File: src/rtl/snap_axi_pkg.sv
// Shared AXI definitions for the snap memcpy datapath.
// Holds the read-burst FSM state encoding, the fixed AXI4 encodings used for
// 64 B beats and the burst geometry constants.
package snap_axi_pkg;

  typedef enum logic [1:0] {
    ST_IDLE = 2'd0,
    ST_ADDR = 2'd1,
    ST_DATA = 2'd2,
    ST_DONE = 2'd3
  } burst_state_t;

  localparam logic [2:0] AXI_SIZE_64B   = 3'b110;
  localparam logic [1:0] AXI_BURST_INCR = 2'b01;
  localparam logic [1:0] AXI_RESP_OKAY  = 2'b00;

  localparam int BEAT_BYTES      = 64;
  localparam int MAX_BURST_BEATS = 64;

endpackage

File: src/rtl/axi_rd_out_reg.sv
// Single-stage registered output for the read-burst data stream.
// Ports:
//   clk, rst_n        clock, asynchronous active-low reset
//   load              R handshake: capture load_data/load_last this cycle
//   load_data/last    beat payload and final-beat marker
//   can_load          register is empty or draining this cycle
//   dout_valid/ready  output handshake
//   dout_data/last    registered beat
module axi_rd_out_reg
  import snap_axi_pkg::*;
#(
  parameter int DATA_WIDTH = 512
) (
  input  logic                  clk,
  input  logic                  rst_n,
  input  logic                  load,
  input  logic [DATA_WIDTH-1:0] load_data,
  input  logic                  load_last,
  output logic                  can_load,
  output logic                  dout_valid,
  input  logic                  dout_ready,
  output logic [DATA_WIDTH-1:0] dout_data,
  output logic                  dout_last
);

  logic                  vld_p0;
  logic [DATA_WIDTH-1:0] data_p0;
  logic                  last_p0;

  // A new beat may enter in the same cycle the held one leaves, which keeps
  // one beat per cycle while dout_ready stays high.
  assign can_load = !vld_p0 || dout_ready;

  // Stage p0: output register
  always_ff @(posedge clk or negedge rst_n) begin
    if (!rst_n) begin
      vld_p0  <= 1'b0;
      data_p0 <= '0;
      last_p0 <= 1'b0;
    end else if (load) begin
      vld_p0  <= 1'b1;
      data_p0 <= load_data;
      last_p0 <= load_last;
    end else if (dout_ready) begin
      vld_p0  <= 1'b0;
    end
  end

  assign dout_valid = vld_p0;
  assign dout_data  = data_p0;
  assign dout_last  = last_p0;

endmodule

File: src/rtl/axi_burst_rd_master.sv
// AXI4 INCR read-burst master: one burst per burst_start request, data
// returned as a registered, back-pressured stream.
// Optional feature macro: AXI_RD_RESP_CHECK_EN (rresp checking into resp_err).
// Ports:
//   clk, rst_n                      clock, asynchronous active-low reset
//   burst_start/addr/len            request (len 0..64 beats, 64 B aligned)
//   burst_done, burst_busy          completion pulse, not-idle status
//   m_axi_ar*                       AXI4 read address channel
//   m_axi_r*                        AXI4 read data channel (rid ignored)
//   dout_valid/ready/data/last      output stream
//   proto_err, resp_err             sticky error flags, cleared on new burst
module axi_burst_rd_master
  import snap_axi_pkg::*;
#(
  parameter int ID_WIDTH   = 1,
  parameter int DATA_WIDTH = 512,
  parameter int ADDR_WIDTH = 64
) (
  input  logic                  clk,
  input  logic                  rst_n,
  input  logic                  burst_start,
  input  logic [ADDR_WIDTH-1:0] burst_addr,
  input  logic [7:0]            burst_len,
  output logic                  burst_done,
  output logic                  burst_busy,
  output logic                  m_axi_arvalid,
  input  logic                  m_axi_arready,
  output logic [ADDR_WIDTH-1:0] m_axi_araddr,
  output logic [7:0]            m_axi_arlen,
  output logic [2:0]            m_axi_arsize,
  output logic [1:0]            m_axi_arburst,
  output logic [ID_WIDTH-1:0]   m_axi_arid,
  input  logic                  m_axi_rvalid,
  output logic                  m_axi_rready,
  input  logic [DATA_WIDTH-1:0] m_axi_rdata,
  input  logic [1:0]            m_axi_rresp,
  input  logic                  m_axi_rlast,
  input  logic [ID_WIDTH-1:0]   m_axi_rid,
  output logic                  dout_valid,
  input  logic                  dout_ready,
  output logic [DATA_WIDTH-1:0] dout_data,
  output logic                  dout_last,
  output logic                  proto_err,
  output logic                  resp_err
);

  burst_state_t          state_q, state_d;
  logic [ADDR_WIDTH-1:0] addr_q;
  logic [7:0]            len_q;
  logic [7:0]            arlen_q;
  logic [6:0]            cnt_q;
  logic                  proto_err_q;
  logic                  accept_start;
  logic                  cnt_done;
  logic                  final_beat;
  logic                  can_load;
  logic                  r_hs;

  assign accept_start = (state_q == ST_IDLE) && burst_start;
  assign cnt_done     = ({1'b0, cnt_q} == len_q);
  assign final_beat   = (({1'b0, cnt_q} + 8'd1) == len_q);

  // The cycle between the final beat and DONE still sits in DATA; cnt_done
  // keeps rready low there so a surplus beat is never swallowed.
  assign m_axi_rready = (state_q == ST_DATA) && !cnt_done && can_load;
  assign r_hs         = m_axi_rvalid && m_axi_rready;

  always_ff @(posedge clk or negedge rst_n) begin
    if (!rst_n) state_q <= ST_IDLE;
    else        state_q <= state_d;
  end

  always_comb begin
    state_d = state_q;
    case (state_q)
      ST_IDLE: if (burst_start) state_d = (burst_len != 8'd0) ? ST_ADDR : ST_DONE;
      ST_ADDR: if (m_axi_arready) state_d = ST_DATA;
      ST_DATA: if (cnt_done) state_d = ST_DONE;
      ST_DONE: state_d = ST_IDLE;
      default: state_d = ST_IDLE;
    endcase
  end

  always_ff @(posedge clk or negedge rst_n) begin
    if (!rst_n) begin
      addr_q      <= '0;
      len_q       <= 8'd0;
      arlen_q     <= 8'd0;
      cnt_q       <= 7'd0;
      proto_err_q <= 1'b0;
    end else if (accept_start) begin
      addr_q      <= burst_addr;
      len_q       <= burst_len;
      // A zero-length request never reaches ADDR; keep arlen at 0 then.
      arlen_q     <= (burst_len != 8'd0) ? (burst_len - 8'd1) : 8'd0;
      cnt_q       <= 7'd0;
      proto_err_q <= 1'b0;
    end else if (r_hs) begin
      cnt_q <= cnt_q + 7'd1;
      // Covers both an early rlast and a missing rlast on the counted end.
      if (m_axi_rlast != final_beat) proto_err_q <= 1'b1;
    end
  end

`ifdef AXI_RD_RESP_CHECK_EN
  logic resp_err_q;
  logic unused_rid;
  assign unused_rid = ^m_axi_rid;

  always_ff @(posedge clk or negedge rst_n) begin
    if (!rst_n)                                      resp_err_q <= 1'b0;
    else if (accept_start)                           resp_err_q <= 1'b0;
    else if (r_hs && (m_axi_rresp != AXI_RESP_OKAY)) resp_err_q <= 1'b1;
  end

  assign resp_err = resp_err_q;
`else
  logic unused_rd_side;
  assign unused_rd_side = ^{m_axi_rid, m_axi_rresp};
  assign resp_err       = 1'b0;
`endif

  axi_rd_out_reg #(
    .DATA_WIDTH(DATA_WIDTH)
  ) u_out_reg (
    .clk        (clk),
    .rst_n      (rst_n),
    .load       (r_hs),
    .load_data  (m_axi_rdata),
    .load_last  (final_beat),
    .can_load   (can_load),
    .dout_valid (dout_valid),
    .dout_ready (dout_ready),
    .dout_data  (dout_data),
    .dout_last  (dout_last)
  );

  assign burst_done    = (state_q == ST_DONE);
  assign burst_busy    = (state_q != ST_IDLE);
  assign m_axi_arvalid = (state_q == ST_ADDR);
  assign m_axi_araddr  = addr_q;
  assign m_axi_arlen   = arlen_q;
  assign m_axi_arsize  = AXI_SIZE_64B;
  assign m_axi_arburst = AXI_BURST_INCR;
  assign m_axi_arid    = '0;
  assign proto_err     = proto_err_q;

endmodule

File: config.mk
export PLATFORM = sky130hd
export DESIGN_NAME = axi_burst_rd_master
export DESIGN_NICKNAME = d
export VERILOG_FILES = /design/src/rtl/snap_axi_pkg.sv /design/src/rtl/axi_rd_out_reg.sv /design/src/rtl/axi_burst_rd_master.sv
export SDC_FILE = /design/constraint.sdc
export NUM_CORES = 1
export LEC_CHECK = 0
export ABC_AREA = 1
export BUFFER_PORTS_ARGS = -buffer_cell sky130_fd_sc_hd__buf_4
export CAP_MARGIN = 20
export CORE_AREA = 5 5 464 466
export CTS_CLUSTER_SIZE = 25
export DETAILED_ROUTE_END_ITERATION = 8
export DIE_AREA = 0 0 469 471
export PLACE_DENSITY = 0.31
export SETUP_SLACK_MARGIN = 0.15
export SLEW_MARGIN = 25
export SYNTH_ARGS = -nofsm -noshare
export SYNTH_HDL_FRONTEND = slang
export SYNTH_SLANG_ARGS = --single-unit
export TNS_END_PERCENT = 50
File: constraint.sdc
create_clock -name clk -period 1.67 [get_ports clk]
set_input_delay 0.0835 -clock clk [delete_from_list [all_inputs] [get_ports clk]]
set_output_delay 0.0835 -clock clk [all_outputs]
set_load 0.05 [all_outputs]
# Yosys cells after proc, flatten, opt, wreduce, memory -nomap -nowiden
# Index checks and enable logic that the tools add are counted.
# word_totals
reg_bits	604
in_bits	594
output_inout_bits	598
wordCells	49
# op_classes
addsub	3
eq_ne	9
mux	13
n_reduce_logical	15
# op_table
op	n
7-bit two-way mux	2
7-bit by 1-bit adder with 8-bit output (second input constant)	1
7-bit by 8-bit equality test with 1-bit output	1
8-bit equality test	1
2-bit two-way mux	4
8-bit two-way mux	1
2-bit case mux with 4 select lines	1
2-bit nonzero test	4
8-bit nonzero test	1
8-bit by 1-bit subtractor with 8-bit output (second input constant)	1
7-bit by 1-bit adder with 7-bit output (second input constant)	1
1-bit two-way mux	5
2-bit equality test (second input constant)	2
1-bit logical AND	4
2-bit != test (second input constant)	2
3-bit AND reduction	1
2-bit by 1-bit equality test with 1-bit output (second input constant)	1
1-bit zero test	2
2-bit zero test	1
2-bit by 1-bit != test with 1-bit output (second input constant)	1
2-bit AND reduction	1
1-bit logical OR	1
1-bit != test	1

# Depth between registers and ports, before layout
# Gate-level depths: netlist of the first run.
# logic_depth
depth_word	7
depth_mapped	13
mapped_depth_nobuf	12

# Hierarchy
# A second synthesis of the first run with hierarchy kept.
# hier_totals
hier_cells	2687
hier_area_um2	23697.7
# modules_own_cells
mod	n_inst	cells_per_inst	area_per_inst_um2	seq_area_each_um2
axi_rd_out_reg	1	2170	19573.8	12862.3
axi_burst_rd_master	1	517	4124.0	2252.2

# Worst setup path before layout of the first run
# Ideal clock, no wire load.
# synth_timing
path_kind	reg2reg
startpoint	register cnt_q[2]
endpoint	register u_out_reg.data_p0[313], in the netlist u_out_reg.dout_data[313]
setup_time_ns	0.118
arrival_time_ns	1.965
required_ns	1.552
setup_slack_ns	-0.413
stages_incl_launch_ff	14
path_buffers	3
synth_period_minus_slack_ns	2.083
cell_sequence	dfrtp_1 inv_2 nand2_1 nand4_1 nor2_1 nand2_1 nand2_1 nor2_2 nand2_2 buf_6 buf_6 buf_4 nand2_1 nand2_1
# synth_between
elab_chain_cells	5
# synth_lines
element	line	text
start: declaration	axi_burst_rd_master.sv:51	logic [6:0] cnt_q;
start signal: assignment	axi_burst_rd_master.sv:99	cnt_q <= cnt_q + 7'd1;
7-bit by 8-bit equality test with 1-bit output	axi_burst_rd_master.sv:60	assign cnt_done = ({1'b0, cnt_q} == len_q);
1-bit zero test	axi_burst_rd_master.sv:65	assign m_axi_rready = (state_q == ST_DATA) && !cnt_done && can_load;
1-bit logical AND (2 in series)	axi_burst_rd_master.sv:65	
named net m_axi_rready	axi_burst_rd_master.sv:34	output logic m_axi_rready,
1-bit logical AND	axi_burst_rd_master.sv:66	assign r_hs = m_axi_rvalid && m_axi_rready;
end signal: assignment	axi_rd_out_reg.sv:42	data_p0 <= load_data;
end: declaration	axi_rd_out_reg.sv:27	logic [DATA_WIDTH-1:0] data_p0;
# The timed path passes the listed nets, and every way through them passes these cells.
# A chain may end at the register's enable or synchronous reset.

# Worst setup path in the final report of the first run
# layout_timing
startpoint	register cnt_q[5]
endpoint	register u_out_reg.data_p0[159], in the netlist u_out_reg.dout_data[159]
# layout_between
elab_chain_cells	5
# layout_lines
element	line
7-bit by 8-bit equality test with 1-bit output	axi_burst_rd_master.sv:60
1-bit zero test	axi_burst_rd_master.sv:65
1-bit logical AND (2 in series)	axi_burst_rd_master.sv:65
1-bit logical AND	axi_burst_rd_master.sv:66
# No other way between the ends.

==> impl_metrics.json, run 1 <==
{
  "outcome": "complete, but fails checks",
  "violations": "setup timing",
  "worstPathArrival_ns": 2.85,
  "ff_latch_area_sq_um": 15120,
  "crit_chain": "inv_2 -> nand2_1 -> nand4_1 -> nor2_2 -> nand2_2 -> nand2_2 -> buf_6 -> nor2_4 -> buf_6 -> nand2_8 -> buf_12 -> buf_16 -> buf_16 -> buf_12 -> clkbuf_16 -> nand2_1 -> nand2_1",
  "worst_path_max_delay_cell": "dfrtp_1",
  "cp_top_family": "buffers and inverters",
  "fmax_mhz": 436.9,
  "htreeDepth": 3,
  "drv_slew": 0,
  "cp-end-kind": "register",
  "tightest_slew_ns": 0.5493,
  "synth_cell_types": 31,
  "irDropWorstVdd_mv": 1.054,
  "yosysSeqAreaShare_pct": 64.62,
  "worstSetupPathType": "register to register",
  "drt_first_pass_iters": 5,
  "fp-row-count": 169,
  "path_max_fanout": 8,
  "drcViolationCount": 0,
  "ant_nets": 0,
  "p_leak_nw": 26.81,
  "clock_sinks": 604,
  "timing.final.crit_share_pct": 137.1,
  "required_ns": 2.23,
  "dpl_cell_area_sq_um": 36990,
  "powerDensity_nw_per_um2": 2129,
  "synth_warnings": 0,
  "ctsLongestPathBuffers": 3,
  "rsz0062_at_grt": "yes",
  "cts.clk_slew.worst_paths_ns": 0.06,
  "floorplan.initialDensity_pct": 11.09,
  "die_h_um": 471,
  "worst_hold_slack_ns": 0.1123,
  "met3_usage_pct": 5.438,
  "finalWirelength_um": 159400,
  "io_pins": 1192,
  "track_usage_pct": 13.60,
  "hold_violations": 0,
  "fin_ws_ns": -0.6190,
  "slowest_delay_ns": 0.41,
  "gr-max-usage-layer": "met2",
  "hold_path_class": "input pin to register",
  "finalSetupViolCount": 526,
  "met2_usage_pct": 21.91,
  "grt_pass1_wl_um": 214600,
  "start_kind": "register",
  "fillers": 22850,
  "core-area_sq_um": 210800,
  "global_route.usage.met1_pct": 16.26,
  "viasPerCell": 3.384,
  "total_power_mw": 110.8,
  "grt_overflow_total": 0,
  "gp_congestion": 0.8417,
  "fin_crit_ns": 2.289,
  "slew_headroom_pct": 63.38,
  "antenna_found_initial": 60,
  "pre_cts_ws_ns": -0.5732,
  "die_x_um": 469,
  "dieArea_sq_um": 220900,
  "clkLatencyLatePin_ns": 0.69,
  "netlist_area_sq_um": 23390,
  "cap_violations": 0,
  "drive_gt1_share_pct": 46.26,
  "synth_cells": 2674,
  "finClkSkew_ns": 0.03925,
  "clockRootBuffer": "clkbuf_16",
  "cts_tree": "done",
  "numCtsBuffers": 83,
  "nets": 5360,
  "multi_input_area_sq_um": 9747,
  "io_buffer_count": 1181,
  "drt_iter0_markers": 1048,
  "critPathBufInv": 8,
  "syn_to_final_growth_pct": 122.5,
  "grt_max_degree": 76,
  "grt_pass1_vias": 27500,
  "postSynthAreaPerCell_sq_um": 8.747,
  "final_area_sq_um": 52040,
  "vias": 25970,
  "crit_top_cell": "nand2_1",
  "post_drt_wl_per_cell_um": 20.78,
  "synth-seq-cells": 604,
  "dpl.hpwl_um": 120300
}
==> routing by layer <==
layer	routed length, um	vias up
met5	265	-
met4	6223	44
met3	14820	226
met2	72850	971
met1	65260	12370
li1	-	12360
==> worst paths after layout <==
check                                                startpoint                                   end  slack, ns  depth (start not counted)
max in group asynchronous                                 rst_n  u_out_reg.dout_data[400]$_DFFE_PN0P_       0.16                          4
max                                        cnt_q[5]$_DFFE_PN0P_  u_out_reg.dout_data[159]$_DFFE_PN0P_      -0.62                         17
min reg2reg                u_out_reg.dout_data[259]$_DFFE_PN0P_  u_out_reg.dout_data[259]$_DFFE_PN0P_       0.47                          2
min in group asynchronous                                 rst_n   u_out_reg.dout_data[72]$_DFFE_PN0P_       0.59                          4
max reg2reg                                cnt_q[5]$_DFFE_PN0P_  u_out_reg.dout_data[159]$_DFFE_PN0P_      -0.62                         17
min                                             m_axi_rdata[20]   u_out_reg.dout_data[20]$_DFFE_PN0P_       0.11                          4
==> worst register-to-register path: stages, from the launching register on <==
cell	delay [ns]
dfrtp_1	0.41
inv_2	0.10
nand2_1	0.07
nand4_1	0.11
nor2_2	0.05
nand2_2	0.08
nand2_2	0.07
buf_6	0.12
nor2_4	0.12
buf_6	0.12
nand2_8	0.06
buf_12	0.14
buf_16	0.16
buf_16	0.17
buf_12	0.15
clkbuf_16	0.15
nand2_1	0.05
nand2_1	0.05
==> synth_stat cells <==
cell type	number	area (sq um)
xnor2_1	2	17.52
buf_1	3	11.26
ha_1	7	87.58
conb_1	2	7.510
buf_4	16	120.1
nand2_1	1792	6726
buf_8	1	15.01
o22ai_1	3	18.77
buf_2	87	435.4
a21oi_2	1	8.760
a21oi_1	4	20.02
nand2_2	1	6.260
nor2_1	15	56.30
nand3_1	25	125.1
clkbuf_1	17	63.81
nand4_1	3	18.77
o21ai_1	2	10.01
dfrtp_1	604	15110
inv_2	2	7.510
buf_6	13	146.4
nor3_1	4	20.02
a22o_1	1	8.760
o211ai_2	1	12.51
inv_1	34	127.6
o21ai_0	23	115.1
clkinv_1	1	3.750
xor2_1	6	52.55
o21bai_1	1	7.510
nand3b_1	1	7.510
mux2i_1	1	10.01
nor2_2	1	6.260
==> where the power goes <==
group          leakage, nW  internal [mW]  total, mW  switching, mW
clock network         1.40           11.2       18.9           7.66
logic                 17.8           22.5       65.7           43.2
registers             7.56           21.5       26.2           4.77
==> placed cells by master, fill, tap and decap left out, types with 6 or more instances in the layout <==
| master | count |
|---|---|
| nand3_1 | 18 |
| diode_2 | 27 |
| inv_2 | 7 |
| clkbuf_8 | 23 |
| nand2_4 | 175 |
| o21ai_0 | 19 |
| buf_12 | 81 |
| nand3_2 | 6 |
| clkbuf_16 | 106 |
| inv_1 | 30 |
| nand2_2 | 349 |
| buf_6 | 59 |
| conb_1 | 7 |
| buf_8 | 43 |
| dlygate4sd3_1 | 593 |
| nand2_8 | 6 |
| clkinv_2 | 13 |
| nor2_1 | 9 |
| bufinv_16 | 6 |
| buf_16 | 58 |
| dfrtp_1 | 602 |
| buf_4 | 1276 |
| clkbuf_1 | 18 |
| ha_1 | 7 |
| nand2_1 | 1263 |
| xor2_1 | 6 |
==> metrics by stage <==
stage | instances | util, % | setup TNS (ns)
2_1_floorplan | 2679 | - | -76.52
3_3_place_gp | 6731 | 17.55 | -233.82
3_5_place_dp | 6731 | 17.55 | -224.43
4_1_cts | 7605 | 23.35 | -263.79
5_1_grt | 7660 | 24.67 | -321.31
6_report | 7673 | 24.68 | -260.91
==> cell families (layout without fill, tap and decap cells) <==
| group | after synthesis | after routing | synth area share (%) |
|---|---|---|---|
| flops | 604 | 604 | 64.62 |
| buf+inv | 174 | 2320 | 3.980 |
| xor+xnor | 8 | 8 | 0.2996 |
| simple gates | 1842 | 1842 | 29.79 |
| compound gates | 36 | 36 | 0.8613 |
| fa+ha+maj | 7 | 7 | 0.3745 |
| mux | 1 | 1 | 0.04280 |
| other cells | 2 | 34 | 0.03211 |
==> flip-flops by register name, indices dropped and copies added (netlist names) <==
signal and count:
m_axi_arlen 8, state_q 2, proto_err 1, cnt_q 7, u_out_reg.dout_valid 1, u_out_reg.dout_data 512, len_q 8, u_out_reg.dout_last 1
m_axi_araddr 64
==> timing repair <==
action,in CTS,in global routing
pin swaps,59,133
hold buffers,593,0
endpoints found under the hold margin,1207,0
buffers inserted,89,17
cloned,41,25
resized for setup,389,608
endpoints found under the setup margin,644,654
==> layout make-up <==
| class | count | share of cell area [%] |
|---|---|---|
| diodes | 27 | 0.1298 |
| repair buffers | 2132 | 39.57 |
| flip-flops and latches | 604 | 29.05 |
| clock buffers | 125 | 4.777 |
| well taps | 2821 | 6.783 |
| clock inverters | 26 | 0.6924 |
| inverters | 37 | 0.2669 |
| multi-input cells | 1901 | 18.73 |
No activity file was read; power rests on OpenSTA's default activity.
==> run 2: changes to the inputs <==
--- a/config.mk
+++ b/config.mk
@@ -5,13 +5,12 @@
 export SDC_FILE = /design/constraint.sdc
 export NUM_CORES = 1
 export LEC_CHECK = 0
-export ABC_AREA = 1
 export BUFFER_PORTS_ARGS = -buffer_cell sky130_fd_sc_hd__buf_4
 export CAP_MARGIN = 20
-export CORE_AREA = 5 5 464 466
+export CORE_AREA = 5 5 463 465
 export CTS_CLUSTER_SIZE = 25
 export DETAILED_ROUTE_END_ITERATION = 8
-export DIE_AREA = 0 0 469 471
+export DIE_AREA = 0 0 468 470
 export PLACE_DENSITY = 0.31
 export SETUP_SLACK_MARGIN = 0.15
 export SLEW_MARGIN = 25
==> impl_metrics.json, run 2 <==
{
  "tightest_slew_ns": 0.4870,
  "drv_slew": 0,
  "worst_hold_slack_ns": 0.1185,
  "yosysSeqAreaShare_pct": 63.44,
  "hold_path_class": "input pin to register",
  "dpl_cell_area_sq_um": 36920,
  "hold_violations": 0,
  "viasPerCell": 3.180,
  "fp-row-count": 168,
  "crit_chain": "or2_4 -> a2111oi_4 -> buf_4 -> a21oi_4 -> buf_12 -> buf_16 -> bufbuf_16 -> mux2_4",
  "vias": 20300,
  "synth_top_area_cell": "dfrtp_1",
  "worstSetupPathType": "register to register",
  "tns_ns": -319.56,
  "synth_top_area_share_pct": 63.44,
  "clock_sinks": 604,
  "final_cell_mix": "1247 x buf_4, 604 x dfrtp_1, 592 x dlygate4sd3_1, 311 x mux2_2, 225 x nand2_1",
  "finalSetupViolCount": 527,
  "synth_edf_count": 0,
  "io_pins": 1192,
  "placed_cells": 5559,
  "cts.clk_slew.worst_paths_ns": 0.07,
  "clockRootBuffer": "clkbuf_16",
  "grt_pass1_wl_um": 189900,
  "final_area_sq_um": 47310,
  "core-area_sq_um": 209200,
  "synth_cell_types": 47,
  "ys_top_cells_by_count": "604 x dfrtp_1, 312 x mux2_2, 227 x nand2_1, 200 x mux2_4, 34 x buf_2",
  "slowest_delay_ns": 0.39,
  "fin_ws_ns": -0.7050,
  "numCtsBuffers": 85,
  "total_power_mw": 109.9,
  "rsz0062_at_grt": "yes",
  "floorplan.initialDensity_pct": 11.39,
  "worst_path_max_delay_cell": "dfrtp_1",
  "ys_top_cells_by_area": "dfrtp_1 63%, mux2_2 15%, mux2_4 13%",
  "gp_congestion": 0.7828,
  "htreeDepth": 3,
  "violations": "setup timing",
  "track_usage_pct": 12.19,
  "cts_tree": "done",
  "grt_pass1_vias": 22750,
  "synth-seq-cells": 604,
  "grt_max_degree": 65,
  "worstPathArrival_ns": 2.93,
  "grt_overflow_total": 0,
  "start_kind": "register",
  "drive_gt1_share_pct": 56.48,
  "synthFlopType": "dfrtp_1",
  "outcome": "complete, but fails checks",
  "required_ns": 2.23,
  "die_h_um": 470,
  "synth_warnings": 0,
  "pre_cts_ws_ns": -0.5857,
  "antenna_found_initial": 49,
  "powerDensity_nw_per_um2": 2323,
  "ant_nets": 0,
  "drt_iter0_markers": 549,
  "synth_cells": 1542,
  "nets": 4089,
  "slew_headroom_pct": 67.12,
  "dpl.hpwl_um": 109200,
  "utilization_pct": 22.62,
  "finalNonFillerCells": 6383,
  "io_buffer_count": 1181,
  "netlist_area_sq_um": 23830,
  "final_common_cell": "buf_4",
  "finalWirelength_um": 140200,
  "p_leak_nw": 21.67,
  "drcViolationCount": 0,
  "path_max_fanout": 8,
  "drt_first_pass_iters": 4,
  "irDropWorstVdd_mv": 1.064,
  "fin_crit_ns": 2.375,
  "cp-end-kind": "register",
  "cap_violations": 0,
  "yosysMostFrequentCell": "dfrtp_1",
  "synthArstFlopShare_pct": 100.0,
  "timing.final.crit_share_pct": 142.2,
  "dieArea_sq_um": 220000,
  "finClkSkew_ns": 0.04644,
  "post_drt_wl_per_cell_um": 21.96,
  "largest_register_ffs": 512,
  "postSynthAreaPerCell_sq_um": 15.45,
  "clkLatencyLatePin_ns": 0.71,
  "syn_to_final_growth_pct": 98.55,
  "die_x_um": 468,
  "ctsLongestPathBuffers": 3,
  "fmax_mhz": 421.0
}
-- run 2: cell count changes in the layout (fill, tap and decap cells not counted), moves of 11 or more --
cell / previous run / this run
buf_12: 81 / 36
buf_16: 58 / 37
buf_4: 1276 / 1247
buf_6: 59 / 6
buf_8: 43 / 12
clkbuf_16: 106 / 91
inv_1: 30 / 9
mux2_2: 0 / 311
mux2_4: 0 / 201
nand2_1: 1263 / 225
nand2_2: 349 / 2
nand2_4: 175 / 0
nand3_1: 18 / 3
o21ai_0: 19 / 8
-- run 2: layout make-up --
type / instances / area, sq um
clock buffers: 124 / 2474
repair buffers: 1938 / 17460
clock inverters: 30 / 429.2
diodes: 23 / 57.56
fillers: 22530 / 161800
flip-flops and latches: 604 / 15110
multi-input cells: 850 / 8228
inverters: 9 / 33.78
well taps: 2805 / 3510
-- run 2: timing repair --
item                                    4_1_cts  5_1_grt
pin swaps                                     5        5
setup buffers                                17        5
cloned                                       26        7
endpoints found under the setup margin      669      653
hold buffers                                593        0
resized for setup                            77       20
hold endpoints to repair                   1203        0
-- run 2: worst paths after layout --
| check | start | endpoint | slack, ns | cells after the start |
|---|---|---|---|---|
| hold reg to reg | m_axi_araddr[41]$_DFFE_PN0P_ | m_axi_araddr[41]$_DFFE_PN0P_ | 0.47 | 2 |
| setup reg to reg | cnt_q[4]$_DFFE_PN0P_ | u_out_reg.dout_data[310]$_DFFE_PN0P_ | -0.71 | 8 |
| hold / removal | burst_addr[1] | m_axi_araddr[1]$_DFFE_PN0P_ | 0.12 | 4 |
| min in group asynchronous | rst_n | u_out_reg.dout_data[5]$_DFFE_PN0P_ | 0.13 | 3 |
| setup / recovery | cnt_q[4]$_DFFE_PN0P_ | u_out_reg.dout_data[310]$_DFFE_PN0P_ | -0.71 | 8 |
| max in group asynchronous | rst_n | m_axi_araddr[37]$_DFFE_PN0P_ | 0.99 | 4 |
-- run 2: per-layer routing --
layer  vias up  track usage, %  wire length [um]
met4        32           2.580              2587
met2       833           20.94             68020
met3       159           4.427             12430
met1     10010           14.55             56920
li1       9268               -                 -
met5         -               0               207
-- run 2: cells by family after synthesis --
| family | count (synthesis) | synth area share [%] |
|---|---|---|
| AO/OA/AOI/OAI | 31 | 0.9453 |
| XOR/XNOR | 18 | 0.6617 |
| adder cells (fa/ha/maj) | 7 | 0.3676 |
| buffers and inverters | 93 | 2.447 |
| flip-flops | 604 | 63.44 |
| multiplexers | 516 | 27.52 |
| other | 2 | 0.03152 |
| AND/OR/NAND/NOR | 271 | 4.595 |
-- run 2: critical path: cells and delay by family (launching register included) --
family | cells | cell delay (ns)
buf+inv | 4 | 0.83
compound gates | 2 | 0.38
flops | 1 | 0.39
simple gates | 1 | 0.27
mux | 1 | 0.29
-- run 2: where the power goes --
group | internal [mW] | switching, mW
registers | 22.1 | 4.81
logic | 23.0 | 40.9
clock network | 11.4 | 7.69
==> run 3: changes to the inputs <==
--- a/config.mk
+++ b/config.mk
@@ -7,11 +7,11 @@
 export LEC_CHECK = 0
 export BUFFER_PORTS_ARGS = -buffer_cell sky130_fd_sc_hd__buf_4
 export CAP_MARGIN = 20
-export CORE_AREA = 5 5 463 465
+export CORE_AREA = 5 5 461 463
 export CTS_CLUSTER_SIZE = 25
 export DETAILED_ROUTE_END_ITERATION = 8
-export DIE_AREA = 0 0 468 470
-export PLACE_DENSITY = 0.31
+export DIE_AREA = 0 0 466 468
+export PLACE_DENSITY = 0.32
 export SETUP_SLACK_MARGIN = 0.15
 export SLEW_MARGIN = 25
 export SYNTH_ARGS = -nofsm -noshare
==> impl_metrics.json, run 3 (synthesis gave the netlist of run 2 again) <==
{
  "outcome": "complete, but fails checks",
  "violations": "setup timing",
  "rsz0062_at_grt": "yes",
  "syn_to_final_growth_pct": 103.6,
  "p_int_mw": 57.74,
  "finalSetupViolCount": 528,
  "grt_overflow_total": 0,
  "timing.final.crit_share_pct": 144.7,
  "clkLatencyLatePin_ns": 0.72,
  "p_leak_nw": 22.22,
  "io_buffer_count": 1181,
  "power_switching_mw": 53.52,
  "tightest_slew_ns": 0.5949,
  "drive_gt1_share_pct": 57.38,
  "drt_first_pass_iters": 4,
  "die_h_um": 468,
  "grt_max_degree": 63,
  "fin_crit_ns": 2.417,
  "largest_register_ffs": 512,
  "fmax_mhz": 413.7,
  "post_drt_wl_per_cell_um": 23.13,
  "hold_violations": 0,
  "track_usage_pct": 12.91,
  "vias": 20780,
  "required_ns": 2.25,
  "clock_sinks": 604,
  "htreeDepth": 3,
  "pwr-share-clk_pct": 16.8,
  "dpl_cell_area_sq_um": 37330,
  "path_max_fanout": 8,
  "gp_congestion": 0.7955,
  "irDropWorstVdd_mv": 1.172,
  "cap_violations": 0,
  "final_common_cell": "buf_4",
  "grt_pass1_wl_um": 196500,
  "drcViolationCount": 0,
  "drv_slew": 0,
  "power_frac_seq_pct": 24.1,
  "antenna_found_initial": 97,
  "ctsLongestPathBuffers": 3,
  "dieArea_sq_um": 218100,
  "start_kind": "register",
  "die_x_um": 466,
  "numCtsBuffers": 84,
  "swShare_pct": 48.11,
  "hold_path_class": "input pin to async pin",
  "ant_nets": 0,
  "combPwrFrac_pct": 59.1,
  "finClkSkew_ns": 0.03530,
  "final_area_sq_um": 48520,
  "grt_pass1_vias": 22500,
  "slew_headroom_pct": 60.34,
  "floorplan.initialDensity_pct": 11.44,
  "viasPerCell": 3.219,
  "cp-end-kind": "register",
  "cts_tree": "done",
  "finalWirelength_um": 149400,
  "io_pins": 1192,
  "worstPathArrival_ns": 3.00,
  "fp-row-count": 168,
  "nets": 4151,
  "fin_ws_ns": -0.7473,
  "worstSetupPathType": "register to register",
  "cts.clk_slew.worst_paths_ns": 0.06,
  "powerDensity_nw_per_um2": 2293,
  "tns_ns": -340.56,
  "dpl.hpwl_um": 117500,
  "drt_iter0_markers": 606,
  "clockRootBuffer": "clkbuf_16",
  "core-area_sq_um": 208300,
  "final_cell_mix": "1250 x buf_4, 604 x dfrtp_1, 592 x dlygate4sd3_1, 310 x mux2_2, 224 x nand2_1"
}
## run 3: cell count changes in the layout (fill, tap and decap cells not counted), moves of 4 or more
cell / change
clkinv_2: +4
buf_8: +4
buf_6: +13
diode_2: +12
clkbuf_16: +8
buf_16: +15
buf_12: +21
## run 3: power groups by stage
stage	clock network, mW	logic [mW]	registers (mW)
after floorplan	0	13.5	51.3
after global placement	0	61.1	26.9
after detailed placement	0	61.0	27.0
after CTS	19.7	65.5	26.9
after global routing	20.1	68.5	27.7
final	18.7	65.8	26.8
## run 3: area by class of cell
| class | instances | area [sq um] |
|---|---|---|
| diodes | 35 | 87.58 |
| clock buffers | 123 | 2480 |
| clock inverters | 29 | 341.6 |
| fillers | 22300 | 159800 |
| inverters | 9 | 36.28 |
| multi-input cells | 850 | 8262 |
| flip-flops and latches | 604 | 15110 |
| well taps | 2805 | 3510 |
| repair buffers | 2001 | 18690 |
## run 3: critical path, cell delays in order (launching register included)
cell and delay, ns:
dfrtp_1 0.39, xor2_1 0.16, buf_4 0.14, a2111oi_4 0.31, buf_4 0.18, a21oi_4 0.06
buf_12 0.15, buf_16 0.16, buf_16 0.16, clkbuf_16 0.23, mux2_4 0.29
## run 3: repair_timing
| item | 4_1_cts | 5_1_grt |
|---|---|---|
| cloned | 34 | 17 |
| gates resized for setup | 82 | 92 |
| hold endpoints to repair | 1207 | 0 |
| pin swaps | 5 | 7 |
| endpoints found under the setup margin | 665 | 626 |
| setup buffers | 26 | 8 |
| hold buffers | 593 | 0 |
## run 3: path summary, 6_finish.rpt
path                                                    from                                   end  slack (ns)  cells after the start
max in group asynchronous                              rst_n  u_out_reg.dout_data[405]$_DFFE_PN0P_        0.27                      5
min in group clk                               burst_addr[0]           m_axi_araddr[0]$_DFFE_PN0P_        0.13                      4
worst max register to register          len_q[0]$_DFFE_PN0P_  u_out_reg.dout_data[383]$_DFFE_PN0P_       -0.75                     10
worst max-delay path                    len_q[0]$_DFFE_PN0P_  u_out_reg.dout_data[383]$_DFFE_PN0P_       -0.75                     10
worst min-delay path                                   rst_n  u_out_reg.dout_data[174]$_DFFE_PN0P_        0.04                      3
worst min register to register  m_axi_araddr[52]$_DFFE_PN0P_          m_axi_araddr[52]$_DFFE_PN0P_        0.47                      2
## run 3: through the flow
stage / util (%) / cells / power (mW) / hold WS [ns] / setup slack [ns]
finish: 23.29 / 6456 / 111.3 / 0.04181 / -0.7473
CTS: 22.87 / 6396 / 112.1 / 0.003159 / -0.8444
floorplan: - / 1547 / 64.77 / -0.2121 / -0.3636
global placement: 17.92 / 5591 / 88.00 / -0.05224 / -0.6468
global route: 23.27 / 6438 / 116.4 / 0.007503 / -0.8757
detailed placement: 17.92 / 5591 / 87.97 / -0.05390 / -0.6703
## run 3: metal layers
layer  routed length, um  global-route usage [%]  vias up
met2               67060                   20.30      905
met4                3631                   3.717       54
met1               64630                   16.58    10190
met3               13670                   4.734      209
met5                 362                       0        -
li1                    -                       -     9422
